<file path="src/rtl/trng_ctrl.sv">
// trng_ctrl -- sequencer for an array of TRNG cells.
//
// Enables every cell, waits until all of them report ready, captures one
// bit per cell into a WIDTH-bit word and hands that word to a consumer with
// a VALID/TAKEN handshake. If the cells are not all ready within TIMEOUT
// cycles, the request is aborted and a sticky TIMEOUT_ERR flag is raised.
//
// Optional feature (macro TRNG_CTRL_HEALTH_EN): a repetition check that
// discards a captured word equal to the last delivered word and re-arms the
// cells. With the macro undefined, every capture is delivered.
//
// Parameters:
//   WIDTH    number of cells / output word width
//   TIMEOUT  WAIT cycles before abort (1..65535)
// Ports:
//   CLK, RST      clock, asynchronous active-high reset
//   REQ           level request, sampled in IDLE only
//   BIT_IN        one random bit per cell
//   BIT_READY     per-cell ready flags
//   CELL_EN       enable to all cells
//   CELL_ACK      one-cycle acknowledge / flush pulse to all cells
//   DATA, VALID   captured word and its valid flag
//   TAKEN         consumer acknowledge, honoured only while VALID=1
//   BUSY          high whenever the FSM is not in IDLE
//   TIMEOUT_ERR   last request aborted on timeout (sticky until next REQ)
module trng_ctrl #(
    parameter int WIDTH   = 16,
    parameter int TIMEOUT = 1023
) (
    input  logic             CLK,
    input  logic             RST,
    input  logic             REQ,
    input  logic [WIDTH-1:0] BIT_IN,
    input  logic [WIDTH-1:0] BIT_READY,
    output logic             CELL_EN,
    output logic             CELL_ACK,
    output logic [WIDTH-1:0] DATA,
    output logic             VALID,
    input  logic             TAKEN,
    output logic             BUSY,
    output logic             TIMEOUT_ERR
);

    localparam int TW = (TIMEOUT < 2) ? 1 : $clog2(TIMEOUT + 1);
    localparam logic [TW-1:0] TMAX = TW'(TIMEOUT);

    localparam logic [2:0] S_IDLE    = 3'd0;
    localparam logic [2:0] S_WAIT    = 3'd1;
    localparam logic [2:0] S_CAPTURE = 3'd2;
    localparam logic [2:0] S_HOLD    = 3'd3;
    localparam logic [2:0] S_ABORT   = 3'd4;

    logic [2:0]       state_q, state_d;
    logic [TW-1:0]    timer_q, timer_d;
    logic             cell_en_q, cell_en_d;
    logic             ack_q, ack_d;
    logic [WIDTH-1:0] data_q, data_d;
    logic             valid_q, valid_d;
    logic             busy_q, busy_d;
    logic             err_q, err_d;
`ifdef TRNG_CTRL_HEALTH_EN
    logic [WIDTH-1:0] last_q, last_d;
    logic             have_last_q, have_last_d;
`endif

    always_comb begin
        state_d   = state_q;
        timer_d   = timer_q;
        cell_en_d = cell_en_q;
        ack_d     = 1'b0;
        data_d    = data_q;
        valid_d   = valid_q;
        err_d     = err_q;
`ifdef TRNG_CTRL_HEALTH_EN
        last_d      = last_q;
        have_last_d = have_last_q;
`endif
        case (state_q)
            S_IDLE: begin
                if (REQ) begin
                    state_d   = S_WAIT;
                    timer_d   = '0;
                    err_d     = 1'b0;
                    cell_en_d = 1'b1;
                end
            end
            S_WAIT: begin
                // Ready is checked before the timeout so a capture on the
                // timeout cycle wins and raises no error.
                if (&BIT_READY) begin
                    state_d   = S_CAPTURE;
                    data_d    = BIT_IN;
                    cell_en_d = 1'b0;
                    ack_d     = 1'b1;
                end else if (timer_q == TMAX) begin
                    state_d   = S_ABORT;
                    cell_en_d = 1'b0;
                    ack_d     = 1'b1;
                    err_d     = 1'b1;
                end else begin
                    // Only reached below TMAX, so the timer never wraps.
                    timer_d = timer_q + TW'(1);
                end
            end
            S_CAPTURE: begin
`ifdef TRNG_CTRL_HEALTH_EN
                // A repeat of the last delivered word is discarded and the
                // cells are re-armed; the first word after reset always goes.
                if (have_last_q && (data_q == last_q)) begin
                    state_d   = S_WAIT;
                    timer_d   = '0;
                    cell_en_d = 1'b1;
                end else begin
                    state_d     = S_HOLD;
                    valid_d     = 1'b1;
                    last_d      = data_q;
                    have_last_d = 1'b1;
                end
`else
                state_d = S_HOLD;
                valid_d = 1'b1;
`endif
            end
            S_HOLD: begin
                if (TAKEN) begin
                    state_d = S_IDLE;
                    valid_d = 1'b0;
                end
            end
            S_ABORT: begin
                state_d = S_IDLE;
            end
            default: begin
                state_d   = S_IDLE;
                cell_en_d = 1'b0;
                valid_d   = 1'b0;
            end
        endcase
        busy_d = (state_d != S_IDLE);
    end

    always_ff @(posedge CLK or posedge RST) begin
        if (RST) begin
            state_q   <= S_IDLE;
            timer_q   <= '0;
            cell_en_q <= 1'b0;
            ack_q     <= 1'b0;
            data_q    <= '0;
            valid_q   <= 1'b0;
            busy_q    <= 1'b0;
            err_q     <= 1'b0;
`ifdef TRNG_CTRL_HEALTH_EN
            last_q      <= '0;
            have_last_q <= 1'b0;
`endif
        end else begin
            state_q   <= state_d;
            timer_q   <= timer_d;
            cell_en_q <= cell_en_d;
            ack_q     <= ack_d;
            data_q    <= data_d;
            valid_q   <= valid_d;
            busy_q    <= busy_d;
            err_q     <= err_d;
`ifdef TRNG_CTRL_HEALTH_EN
            last_q      <= last_d;
            have_last_q <= have_last_d;
`endif
        end
    end

    assign CELL_EN     = cell_en_q;
    assign CELL_ACK    = ack_q;
    assign DATA        = data_q;
    assign VALID       = valid_q;
    assign BUSY        = busy_q;
    assign TIMEOUT_ERR = err_q;

endmodule

</file>
<file path="config.mk">
export PLATFORM = sky130hd
export DESIGN_NAME = trng_ctrl
export DESIGN_NICKNAME = d
export VERILOG_FILES = /design/src/rtl/trng_ctrl.sv
export SDC_FILE = /design/constraint.sdc
export NUM_CORES = 1
export LEC_CHECK = 0
export BUFFER_PORTS_ARGS = -buffer_cell sky130_fd_sc_hd__buf_2
export CAP_MARGIN = 30
export CORE_MARGIN = 2
export CORE_UTILIZATION = 35
export CTS_BUF_LIST = sky130_fd_sc_hd__clkbuf_4
export DETAILED_ROUTE_END_ITERATION = 8
export HOLD_SLACK_MARGIN = 0.06
export PLACE_DENSITY = 0.7
export SYNTH_ARGS = -nofsm -noshare
export SYNTH_HDL_FRONTEND = slang
export SYNTH_SLANG_ARGS = --single-unit
</file>
<file path="constraint.sdc">
create_clock -name CLK -period 1.8 [get_ports CLK]
set_input_delay 0.36 -clock CLK [delete_from_list [all_inputs] [get_ports CLK]]
set_output_delay 0.36 -clock CLK [all_outputs]
set_load 0.02 [all_outputs]
</file>
**Word level (Yosys, flattened, before mapping)**

Index checks and enable logic that the tools add are counted.

- Multipliers: 0
- Muxes and demuxes: 22
- Equal/unequal tests: 11
- Div/mod/pow operators: 0
- Add/sub/neg operators: 1
- Shift-type cells: 0
- Bitwise operators: 2
- Reductions and logical operators: 11
- Magnitude comparators: 0

Operators by type and width:

| kind | count |
|---|---|
| $mux W10 | 3 |
| $pmux W10 S2 | 1 |
| $reduce_and A17 Y1 | 1 |
| $reduce_and A16 Y1 | 1 |
| $mux W3 | 4 |
| $pmux W3 S4 | 1 |
| $add A10 B1 Y10 const B | 1 |
| $eq A10 B10 Y1 const B | 1 |
| $mux W1 | 10 |
| $ne A2 B2 Y1 const B | 5 |
| $reduce_and A4 Y1 | 2 |
| $eq A3 B2 Y1 const B | 2 |
| $pmux W1 S3 | 2 |
| $reduce_or A3 Y1 | 2 |
| $eq A3 B1 Y1 const B | 1 |
| $eq A3 B3 Y1 const B | 1 |
| $logic_not A3 Y1 | 1 |
| $ne A3 B3 Y1 const B | 1 |
| $reduce_and A3 Y1 | 1 |
| $reduce_bool A3 Y1 | 1 |
| $not A1 Y1 | 2 |
| $pmux W1 S2 | 1 |
| $reduce_and A2 Y1 | 1 |
| $reduce_bool A2 Y1 | 1 |

- Word-level logic and storage cells: 55
- ROM bits: 0
- Register bits: 34
- Memories: 0
- Latch bits: 0
- RAM bits: 0

**Longest topological paths before layout**

- Word-level depth: 5
- Mapped depth: 6
- Mapped depth without buffers: 5

**Worst setup path before layout**

Ideal clock, no wire load.

- Kind: register -> register
- Start: register timer_q[0]
- End: register timer_q[8]
- Setup time: 0.079 ns
- Arrival time: 1.706 ns
- Slack: 0.014 ns
- Stages on the path, launching flop included: 7
- Period minus slack after synthesis: 1.786 ns
- Path buffers: 1
- Cell sequence: dfrtp_1 ha_1 and3_1 and4_1 buf_2 a2111oi_2 mux2i_1

- Longest elaborated chain between the ends: 4
- Elaborated cells between the ends (all ways): 7
- Classes of those cells: add/sub (1); eq/ne (2); mux (3); reduce/logical (1)

Ends and longest elaborated chain:

| what | RTL line | source |
|---|---|---|
| start: declaration | 54 | `logic [TW-1:0] timer_q, timer_d;` |
| start signal: assignment | 158 | `timer_q <= timer_d;` |
| $add A10 B1 Y10 | 102 | `timer_d = timer_q + TW'(1);` |
| $mux W10 | 95 | `end else if (timer_q == TMAX) begin` |
| $mux W10 | 90 | `if (&BIT_READY) begin` |
| $pmux W10 S2 | 78 | `case (state_q)` |

Several ways; a longest one is shown, not always the timed one. The select of a mux whose other input is x is not followed.
A chain may end at the register's enable or synchronous reset.

**Final worst setup path**

- Start: register timer_q[0]
- End: register timer_q[5]

The elaborated chain is that of the path after synthesis.

==> key figures <==
Power and ir drop
  • PD cells: 879 nW/um^2
  • Power share of the combinational group: 0.167
  • Sequential power share: 0.465
  • Switch Pwr: 0.524 mW
  • Static leakage: 1.17 nW
  • Sw Ratio: 0.269
  • Cell Int Power: 1.43 mW
  • IR drop worst, VDD: 0.000511 V
  • Pwr Total: 1.95 mW
  • Clk pwr share: 0.368

Global routing
  • Largest net degree at the start of global routing: 35
  • Total grt overflow: 0
  • Initial antenna violation count: 0
  • Vias in the first global route: 1190
  • Total Routing Usage GR: 0.133
  • First-pass GRT wire length: 5450 microns

STA
  • Worst Max-Slew Pin Slew: 0.570 ns
  • Clock skew: 0.0163 ns
  • Final worst path period share: 0.955
  • Final TNS setup: 0 ns
  • Relative slew slack: 0.619
  • Tmin final: 1.72 ns
  • Hold slack: 0.0742 ns
  • Final Hold Fails: 0
  • RSZ-0062 raised after global routing: true
  • Slew Limit Fails: 0
  • Final Setup Violations: 0
  • Setup slack after layout: 0.0807 ns
  • Fmax: 582 MHz

Drt
  • Vias/cell: 4.79
  • DRT Wirelength: 3500 microns
  • DRT Pass-1 Iters: 4
  • WL/cell: 12.7 microns
  • DR vias: 1323
  • Antenna-violating nets left: 0
  • DR DRC count: 0
  • Iteration-0 DRC count of the detailed router: 47

Clock network
  • Reg clk slew, reported paths: 0.12 ns
  • Post-CTS Repair Setup Buffers: 0
  • Post-CTS Hold Buffers: 0
  • CTS tree: done
  • Post-CTS sizing: 4
  • Insertion delay to the later sink of the worst-skew pair: 0.35 ns
  • Max clock buf depth: 2
  • CTS buffer count: 5
  • TritonCTS Sinks: 34
  • Clock Tree Root: clkbuf_4
  • H-tree depth: 2

Finish
  • Most frequent cells in the layout: buf_2, dfrtp_1, nand2_1
  • Final Cell Area: 2220 sq um
  • FILL cells: 439
  • Final std cells w/o fill: 276
  • Final core utilization: 0.470
  • Most common cell after layout, fill and taps aside: buf_2
  • Syn-to-layout area delta: 29.7%
  • Ant diodes: 0
  • Nets@finish: 245
  • Layout cells sized above 1: 0.464

Synth
  • Cells after Synth: 146
  • Synth top area cells: dfrtp_1, mux2_4, mux2i_1, mux2_2, nand2_1
  • Mapped Avg Cell Area: 11.7 sq um
  • Main combinational cell family by area after synthesis: multiplexers
  • Synth area leader: dfrtp_1
  • Compound-Gate Fraction of Synth Area: 0.0988
  • Mapped Nets: 183
  • Mapped Area: 1710 sq um
  • Yosys top cell area share: 0.497
  • Synth Area in XOR/XNOR: 0
  • Yosys reg bits: 34
  • Adder-Cell Fraction of Synth Area: 0.00732
  • Post-synthesis cell type count: 33
  • Simple-Gate Fraction of Synth Area: 0.178
  • Mux contribution to synthesized area: 0.184
  • Yosys warnings: 0
  • Sequential area share after synthesis: 0.497

Worst setup path
  • Crit. End Element: flip-flop
  • Slowest library cell on the worst path: dfrtp_1
  • CP max FO: 9
  • Reg-to-Reg Start: timer_q[0]$_DFFE_PP0P_
  • Worst-path cell chain: ha_1, and3_1, and4_4, a2111oi_4, mux2i_1
  • Kind of cell adding the most delay to the critical path: simple AND/OR/NAND/NOR gates
  • WP data required: 2.07 ns
  • Reg2reg end: timer_q[5]$_DFFE_PP0P_
  • R2R cell count: 5
  • Instance count on the critical path: 5
  • Crit-path max cell delay: 0.43 ns
  • R2R Setup Slk: 0.08 ns
  • Worst EP arrival: 1.99 ns
  • Critical path buffers and inverters: 0
  • Setup CP Type: reg -> reg
  • CP Launch Type: flip-flop

Hold path
  • HP Class: in -> async

Floorplan
  • Die H: 73.9 microns
  • Die area: 5460 sq um
  • Boundary Pins: 57
  • Starting Density: 0.362
  • DIE WIDTH: 73.9 microns
  • Row cnt: 25
  • Core region area: 4720 sq um

Outcome
  • Outcome: complete, no violations

Run
  • Max Cap Viol: 0

Placement
  • IO Port Bufs: 56
  • Area after DPL: 2080 sq um
  • Dpl hpwl: 2490 microns
  • Cells after DPL: 268
  • Gpl congestion: 0.838
  • Setup WS pre-CTS: -0.0493 ns
## metal layers
metal	wire length, microns	track usage	vias up
met1	1610	0.175	635
met4	51	0.0545	0
met5	0	0	-
li1	-	-	653
met2	1680	0.204	28
met3	159	0.0398	7
## tightest hold or removal path, cell delays in order
cell   delay [ns]
buf_2        0.09
inv_1        0.04
buf_4        0.38
## synthesized netlist by cell type
cell,number
buf_6,1
dfrtp_1,34
o21ai_0,4
inv_1,3
nand2b_1,8
a2111oi_2,4
mux2_2,7
a311oi_1,1
a211oi_1,5
and3_1,2
nand4b_1,1
nand4_1,6
nor4_4,1
a21oi_1,4
a22oi_1,1
and4_1,2
buf_2,5
nor2b_1,2
and2_1,2
nand3b_1,1
mux2_4,9
clkbuf_1,1
or2_2,1
buf_4,1
nor2_1,2
nand2_4,1
ha_1,1
nor3_1,2
nand3_1,4
a21o_1,2
nand2_1,17
mux2i_1,10
nor2_2,1
## kinds of logic after synthesis
| logic type | count (synthesis) |
|---|---|
| DFF | 34 |
| and+or+nand+nor | 53 |
| buffers and inverters | 11 |
| AOI/OAI and AO/OA | 21 |
| muxes | 26 |
| adders and majority gates | 1 |
## how the worst max path moves through the flow
stage               slack, ns                      to                    from
detailed placement      -0.05  timer_q[1]$_DFFE_PP0P_  timer_q[0]$_DFFE_PP0P_
global route         -0.00003  timer_q[4]$_DFFE_PP0P_  timer_q[0]$_DFFE_PP0P_
global placement         0.02  timer_q[5]$_DFFE_PP0P_  timer_q[0]$_DFFE_PP0P_
CTS                      0.05  timer_q[8]$_DFFE_PP0P_  timer_q[0]$_DFFE_PP0P_
floorplan                0.01  timer_q[8]$_DFFE_PP0P_  timer_q[0]$_DFFE_PP0P_
finish                   0.08  timer_q[5]$_DFFE_PP0P_  timer_q[0]$_DFFE_PP0P_
## power by group through the flow
stage	logic, mW	clock network, mW	registers, mW
after global placement	0.313	0	0.918
final	0.325	0.719	0.907
after global routing	0.371	0.765	0.919
after floorplan	0.215	0	0.916
after CTS	0.330	0.736	0.906
after detailed placement	0.321	0	0.921
## final cells by class
class | count | area (sq um) | share of cell area
Inverter | 3 | 11.3 | 0.00508
Sequential cell | 34 | 851 | 0.384
Clock inverter | 3 | 68.8 | 0.0310
Clock buffer | 5 | 37.5 | 0.0169
Multi-Input combinational cell | 101 | 833 | 0.376
Tap cell | 67 | 83.8 | 0.0378
Timing Repair Buffer | 63 | 333 | 0.150
## flip-flops by register name, summed over array words and instances, names as in the netlist
name,flops
CELL_ACK,1
timer_q,10
CELL_EN,1
DATA,16
TIMEOUT_ERR,1
state_q,3
VALID,1
BUSY,1
Note: power is estimated with default switching activity, not from simulation.
